**src/rtl/sample_feeder.sv**
```systemverilog
// sample_feeder: circular sample FIFO that feeds the DFT operation manager.
//
// Ports:
//   clk, rst        clock and asynchronous active-high reset
//   inSample        signed input sample, qualified by the inValid strobe
//   sampleReady     at least one sample is buffered
//   newSample       oldest buffered sample; consumed by the writeSample pop strobe
//   clearOverflow   clears overflow and droppedCount
//   count           number of buffered samples
//   overflow        sticky drop flag
//   droppedCount    saturating count of dropped samples
module sample_feeder #(
    parameter int N     = 16,
    parameter int DEPTH = 8
) (
    input  logic                       clk,
    input  logic                       rst,
    input  logic signed [N-1:0]        inSample,
    input  logic                       inValid,
    output logic                       sampleReady,
    output logic signed [N-1:0]        newSample,
    input  logic                       writeSample,
    input  logic                       clearOverflow,
    output logic [$clog2(DEPTH):0]     count,
    output logic                       overflow,
    output logic [7:0]                 droppedCount
);

    localparam int AW = $clog2(DEPTH);
    localparam int CW = AW + 1;
    localparam logic [CW-1:0] FULL_CNT = CW'(DEPTH);

    typedef enum logic [1:0] {
        ST_EMPTY,
        ST_PARTIAL,
        ST_FULL
    } fill_state_t;

    logic signed [N-1:0] mem [DEPTH];

    logic [AW-1:0] wr_ptr_q, wr_ptr_d;
    logic [AW-1:0] rd_ptr_q, rd_ptr_d;
    logic [CW-1:0] count_q, count_d;
    logic          overflow_q, overflow_d;
    logic [7:0]    dropped_q, dropped_d;
    fill_state_t   state_q, state_d;

    logic push;
    logic pop;
    logic drop;

    // A pop while empty is ignored; a push into a full buffer is
    // only allowed when a pop frees the head slot in the same cycle.
    assign pop  = writeSample && (state_q != ST_EMPTY);
    assign push = inValid && ((state_q != ST_FULL) || pop);
    assign drop = inValid && !push;

    always_comb begin
        wr_ptr_d = wr_ptr_q;
        rd_ptr_d = rd_ptr_q;
        count_d  = count_q;

        if (push) begin
            wr_ptr_d = wr_ptr_q + AW'(1);
        end
        if (pop) begin
            rd_ptr_d = rd_ptr_q + AW'(1);
        end

        unique case ({push, pop})
            2'b10:   count_d = count_q + CW'(1);
            2'b01:   count_d = count_q - CW'(1);
            default: count_d = count_q;
        endcase
    end

    always_comb begin
        state_d = ST_PARTIAL;
        if (count_d == '0) begin
            state_d = ST_EMPTY;
        end else if (count_d == FULL_CNT) begin
            state_d = ST_FULL;
        end
    end

    // A drop in the same cycle as a clear wins, restarting the count at 1.
    always_comb begin
        overflow_d = overflow_q;
        dropped_d  = dropped_q;
        if (drop) begin
            overflow_d = 1'b1;
            if (clearOverflow) begin
                dropped_d = 8'd1;
            end else if (dropped_q != 8'hFF) begin
                dropped_d = dropped_q + 8'd1;
            end
        end else if (clearOverflow) begin
            overflow_d = 1'b0;
            dropped_d  = 8'd0;
        end
    end

    always_ff @(posedge clk or posedge rst) begin
        if (rst) begin
            wr_ptr_q   <= '0;
            rd_ptr_q   <= '0;
            count_q    <= '0;
            overflow_q <= 1'b0;
            dropped_q  <= 8'd0;
            state_q    <= ST_EMPTY;
        end else begin
            wr_ptr_q   <= wr_ptr_d;
            rd_ptr_q   <= rd_ptr_d;
            count_q    <= count_d;
            overflow_q <= overflow_d;
            dropped_q  <= dropped_d;
            state_q    <= state_d;
        end
    end

    // Sample storage is intentionally not reset.
    always_ff @(posedge clk) begin
        if (push) begin
            mem[wr_ptr_q] <= inSample;
        end
    end

    assign newSample    = mem[rd_ptr_q];
    assign sampleReady  = (state_q != ST_EMPTY);
    assign count        = count_q;
    assign overflow     = overflow_q;
    assign droppedCount = dropped_q;

endmodule

```
**config.mk**
```make
export PLATFORM = sky130hd
export DESIGN_NAME = sample_feeder
export DESIGN_NICKNAME = d
export VERILOG_FILES = /design/src/rtl/sample_feeder.sv
export SDC_FILE = /design/constraint.sdc
export NUM_CORES = 1
export LEC_CHECK = 0
export ABC_AREA = 1
export CORE_UTILIZATION = 50
export CTS_BUF_LIST = sky130_fd_sc_hd__clkbuf_2
export DETAILED_ROUTE_END_ITERATION = 12
export PLACE_DENSITY = 0.7
export SYNTH_ARGS = -nofsm -noshare
export SYNTH_HDL_FRONTEND = slang
export SYNTH_SLANG_ARGS = --single-unit
```
**constraint.sdc**
```tcl
create_clock -name clk -period 2.5 [get_ports clk]
set_clock_uncertainty 0.1 [all_clocks]
set_input_delay 0.375 -clock clk [delete_from_list [all_inputs] [get_ports clk]]
set_output_delay 0.375 -clock clk [all_outputs]
set_load 0.005 [all_outputs]
```
== After elaboration in Yosys (flattened, before gate mapping) ==
Memories as Yosys holds them, arrays and structs flattened.
Cells that the tools add are included.
Storage, ports and cells
  output and inout port bits: 30
  register bits after elaboration: 21
  memories kept: 1
  logic and storage cells: 38
  input port bits: 21
  RAM bits: 128
Memory list
  mem: depth 8, width 16, rd ports 1, clocked after Yosys merged registers in 0, write ports 1, line 39  | logic signed [N-1:0] mem [DEPTH];
Operators by class
  muxes and demuxes: 11
  $add $sub $neg: 5
  equality and inequality tests: 5
  reductions and logical operators: 10
Operator list (number)
  $mux W8: 4
  $add A8 B1 Y8 const B: 1
  $ne A8 B8 Y1 const B: 1
  $pmux W4 S2: 1
  $add A3 B1 Y3 const B: 2
  $reduce_bool A2 Y1: 3
  $add A4 B1 Y4 const B: 1
  $eq A4 B4 Y1 const B: 1
  $logic_not A4 Y1: 1
  $mux W1: 4
  $mux W2: 2
  $sub A4 B1 Y4 const B: 1
  $logic_and A1 B1 Y1: 3
  $eq A2 B1 Y1 const B: 1
  $eq A2 B2 Y1 const B: 1
  $ne A2 B2 Y1 const B: 1
  $reduce_and A2 Y1: 1
  $logic_not A1 Y1: 1
  $logic_or A1 B1 Y1: 1

== Logic depth before layout (Yosys ltp) ==
Gate-level depths: netlist (run 1).
  depth in word-level cells: 9
  depth in mapped cells: 13
  gate-level depth less buffers: 13

== Worst setup path before layout (run 1) ==
OpenSTA, ideal clock, no wires.
  kind: register to register
  start: reg state_q[1]
  end: mem mem[0][0] (enable)
  buffers on the path: 0
  required time: 2.012 ns
  cell stages (with the launch flop): 7
  path slack: 0.332 ns
  arrival: 1.679 ns
  path through: dfrtp_1 -> inv_2 -> nor2_4 -> nand2_1 -> nand2_1 -> or2_1 -> nor2_1
Between the ends
  longest elaborated chain between the ends: 6
RTL lines
  start, declared: line 46  | fill_state_t state_q, state_d;
  start signal, assigned: line 117  | state_q <= state_d;
  $reduce_bool A2 Y1: line 54  | assign pop = writeSample && (state_q != ST_EMPTY);
  $logic_and A1 B1 Y1: line 54
  $logic_or A1 B1 Y1 (*): line 55  | assign push = inValid && ((state_q != ST_FULL) || pop);
  $logic_and A1 B1 Y1 (*): line 55
  $mux W1 (*): line 123  | if (push) begin
  $mux W1 (implied by the code) (*): line 124  | mem[wr_ptr_q] <= inSample;
  end, declared: line 39
Every way passes the cells marked *; elsewhere a longest branch is shown, timed or not.

== Worst setup path after layout (run 1) ==
  start: reg rd_ptr_q[0]
  end: out newSample[2]
Between the ends
  longest elaborated chain between the ends: 1
RTL lines
  start, declared: line 42  | logic [AW-1:0] rd_ptr_q, rd_ptr_d;
  start signal, assigned: line 113  | rd_ptr_q <= rd_ptr_d;
  $mem_v2 Z8 W16
  end, declared: line 21  | output logic signed [N-1:0] newSample,
Every way passes these cells.

==> metrics.cfg, run 1 <==
[outcome]
outcome = finished with violations
violations = setup timing

[worst_setup_path]
slowest_stage = dfrtp_2
path_buf_inv = 4
crit_cells = 8
critical_path.max_fanout = 7
critPathKind = reg -> out
reg2reg_depth = 13
cp-end-kind = output port
start_kind = register
worst_ep_arrival_time_ps = 2130
crit_chain = inv_4, buf_6, buf_12, nor2_4, o21ai_2, a21oi_2, a31oi_1, buf_2
cp_data_required_time_ps = 2030
critPathMaxStageDelay_ps = 490
crit_family = buffers and inverters

[yosys]
ys_warn_count = 0
syn_area_per_cell_um2 = 11.60
synth_area_um2 = 6228
syn_inst = 537
syn_nets = 564
async_flop_share_pct = 14.09
synth-seq-cells = 149
synthFlopType = edfxtp_1
synth_edf_count = 128
yosysUniqueCellTypes = 35
ys_seq_area_share_pct = 70.15

[cts]
clock-root-buffer = clkbuf_2
clk_latency_ps = 700
h-tree-depth = 4
cts_tree = built
clockBufferDepth = 2
cts_sinks = 149
clk_pin_slew_ps = 200
cts_buffers = 17

[timing]
rsz0062_at_grt = yes
final-max-slew-violation-count = 0
finalSetupTns_ps = -926.0
period_share_pct = 104.4
max_freq_ghz = 0.3833
finalCriticalPeriod_ps = 2609
holdWs_ps = 272.0
hold_violations = 0
finalSetupViolCount = 16
worst_pin_slew_ps = 594.6
slew_headroom_pct = 60.32
setup_slack_ps = -108.9

[pwr]
power_leakage_nw = 2.901
power_mw = 8.105
power_density_nw_per_um2 = 1049
ir_drop_v = 0.0004637

[placed_design]
io_buffer_count = 50
place_area_um2 = 7072
pre_cts_ws_ps = 59.25
gp_congestion = 0.8647
dp.cells = 761
place_hpwl_mm = 7.963

[route]
vias = 4332
viasPerCell = 5.328
drt_wl_total_mm = 13.74
drtIter0Drc = 304
firstDrtPassIters = 4
post-route-drc-count = 0
wl_per_cell_um = 16.90
ant_nets = 0

[global_routing]
antenna_found_initial = 0
grt_pass1_vias = 4394
grt_max_degree = 30
grtUsageTotal_pct = 22.84
overflow = 0
grt_pass1_wl_mm = 21.74

[layout]
fin_area_um2 = 7726
drive_gt1_share_pct = 24.19
antenna_cells = 0
finish.utilization_pct = 64.06
areaGrowthSynthToFinish_pct = 24.05
final_nets = 659
final_cells = 813

[floorplanning]
die-width_um = 113.6
row_count = 40
ios = 51
core_area_um2 = 12060
chipHeight_um = 113.6
dieArea_um2 = 12910
initial_core_util_pct = 51.64

[job]
drv_cap = 0

[worst_hold_path]
hold_path_depth = 1
hp-class = in -> reg

## layer usage
| metal | global-route usage (%) | wire length, um | part of all wire [%] | up-vias |
|---|---|---|---|---|
| li1 | - | - | - | 2066 |
| met1 | 27.54 | 5467 | 40 | 2088 |
| met2 | 38.70 | 7081 | 52 | 158 |
| met3 | 5.154 | 976 | 7.1 | 20 |
| met4 | 11.58 | 215 | 1.6 | 0 |
| met5 | 0 | 0 | 0 | - |
## state kept, by name (all words and copies together), names as in the netlist
| signal | flops |
|---|---|
| mem | 128 |
| droppedCount | 8 |
| count | 4 |
| rd_ptr_q | 3 |
| wr_ptr_q | 3 |
| state_q | 2 |
| overflow | 1 |
## layout by cell type (no fill, tap or decap), types with 8 or more instances in the layout
master           instances
a21oi_1                 13
a21oi_2                  8
a31oi_1                 16
buf_2                   16
buf_4                   25
buf_6                    8
clkbuf_2                18
clkdlybuf4s50_1         34
dfrtp_1                 20
edfxtp_1               128
inv_1                   25
nand2_1                 80
nand2_2                  9
nand3_1                  9
nor2_1                  87
o21ai_0                 27
o21ai_1                 29
o21ai_2                 19
## cell type report
class / instances / area [um^2]
Clock buffer: 18 / 90.09
Sequential cell: 149 / 4370
Inverter: 32 / 127.6
Fill cell: 900 / 4335
Tap cell: 168 / 210.2
Clock inverter: 14 / 137.6
Timing Repair Buffer: 98 / 1021
Multi-Input combinational cell: 334 / 1769
## worst paths after layout
path                         startpoint         endpoint  slack, ps
setup / recovery            rd_ptr_q[0]     newSample[2]       -110
hold reg to reg                overflow         overflow        420
hold / removal             inSample[10]       mem[1][10]        270
max in group asynchronous           rst  droppedCount[2]       1290
setup reg to reg             state_q[0]       state_q[1]        440
min in group asynchronous           rst      rd_ptr_q[1]        450
## kinds of logic (layout without fill, tap and decap cells)
| group | after synthesis | after routing | share of synthesized area [%] |
|---|---|---|---|
| AO/OA/AOI/OAI | 114 | 114 | 9.904 |
| buffers and inverters | 54 | 162 | 3.676 |
| XOR/XNOR | 4 | 4 | 0.5624 |
| flip-flops | 149 | 149 | 70.15 |
| adder cells (fa/ha/maj) | 6 | 6 | 1.326 |
| AND/OR/NAND/NOR | 210 | 210 | 14.38 |
## worst register-to-register path, stage by stage (launching register included)
cell,delay [ps]
dfrtp_1,490
inv_1,100
nand2_2,80
nand3_2,120
inv_2,120
ha_1,270
nand2_1,70
nand2_1,40
nor2_1,230
nand2_2,110
o21ai_2,60
nand2_1,70
nand2_2,70
nor2_1,40
## synthesized netlist by cell type, types with 2 or more instances
| cell type | number | area, um^2 |
|---|---|---|
| nand3b_1 | 2 | 15.01 |
| o21ai_2 | 5 | 43.79 |
| dfrtp_1 | 21 | 525.5 |
| buf_4 | 2 | 15.01 |
| inv_1 | 25 | 93.84 |
| edfxtp_1 | 128 | 3844 |
| nand2_1 | 84 | 315.3 |
| a31oi_1 | 16 | 100.1 |
| o21ai_0 | 60 | 300.3 |
| nor2_4 | 2 | 22.52 |
| clkbuf_1 | 8 | 30.03 |
| buf_2 | 10 | 50.05 |
| nand3_1 | 9 | 45.04 |
| o21ai_1 | 10 | 50.05 |
| clkinv_1 | 2 | 7.510 |
| ha_1 | 5 | 62.56 |
| xor2_1 | 4 | 35.03 |
| inv_2 | 4 | 15.01 |
| nand3_2 | 5 | 50.05 |
| nor2_1 | 97 | 364.1 |
| a21oi_1 | 20 | 100.1 |
| nand2_2 | 5 | 31.28 |
## power by group
| part | leakage [nW] | switching (mW) | internal, mW |
|---|---|---|---|
| Clock | 0.137 | 0.836 | 0.452 |
| Sequential | 1.43 | 0.150 | 3.05 |
| Combinational | 1.34 | 1.98 | 1.63 |
| Total | 2.90 | 2.97 | 5.14 |
## timing repair
action                     4_1_cts  5_1_grt
pin swaps                       17       10
buffers inserted                13        0
hold buffers                     1        0
hold endpoints to repair        13        0
resized for setup              130       31
setup endpoints to repair       16       16
cloned                           5        1
Power figures use the tool's default switching activity.
==> run 2: changes to the inputs <==
--- a/config.mk
+++ b/config.mk
@@ -10,6 +10,7 @@
 export CTS_BUF_LIST = sky130_fd_sc_hd__clkbuf_2
 export DETAILED_ROUTE_END_ITERATION = 12
 export PLACE_DENSITY = 0.7
+export SLEW_MARGIN = 20
 export SYNTH_ARGS = -nofsm -noshare
 export SYNTH_HDL_FRONTEND = slang
 export SYNTH_SLANG_ARGS = --single-unit
==> results of run 2 <==
Same layout as run 1: the final DEF is identical, and so are final timing and power.
==> run 3: changes to the inputs <==
--- a/config.mk
+++ b/config.mk
@@ -8,6 +8,7 @@
 export ABC_AREA = 1
 export CORE_UTILIZATION = 50
 export CTS_BUF_LIST = sky130_fd_sc_hd__clkbuf_2
+export CTS_CLUSTER_DIAMETER = 60
 export DETAILED_ROUTE_END_ITERATION = 12
 export PLACE_DENSITY = 0.7
 export SLEW_MARGIN = 20
==> results of run 3 <==
Same layout as run 1: the final DEF is identical, and so are final timing and power.
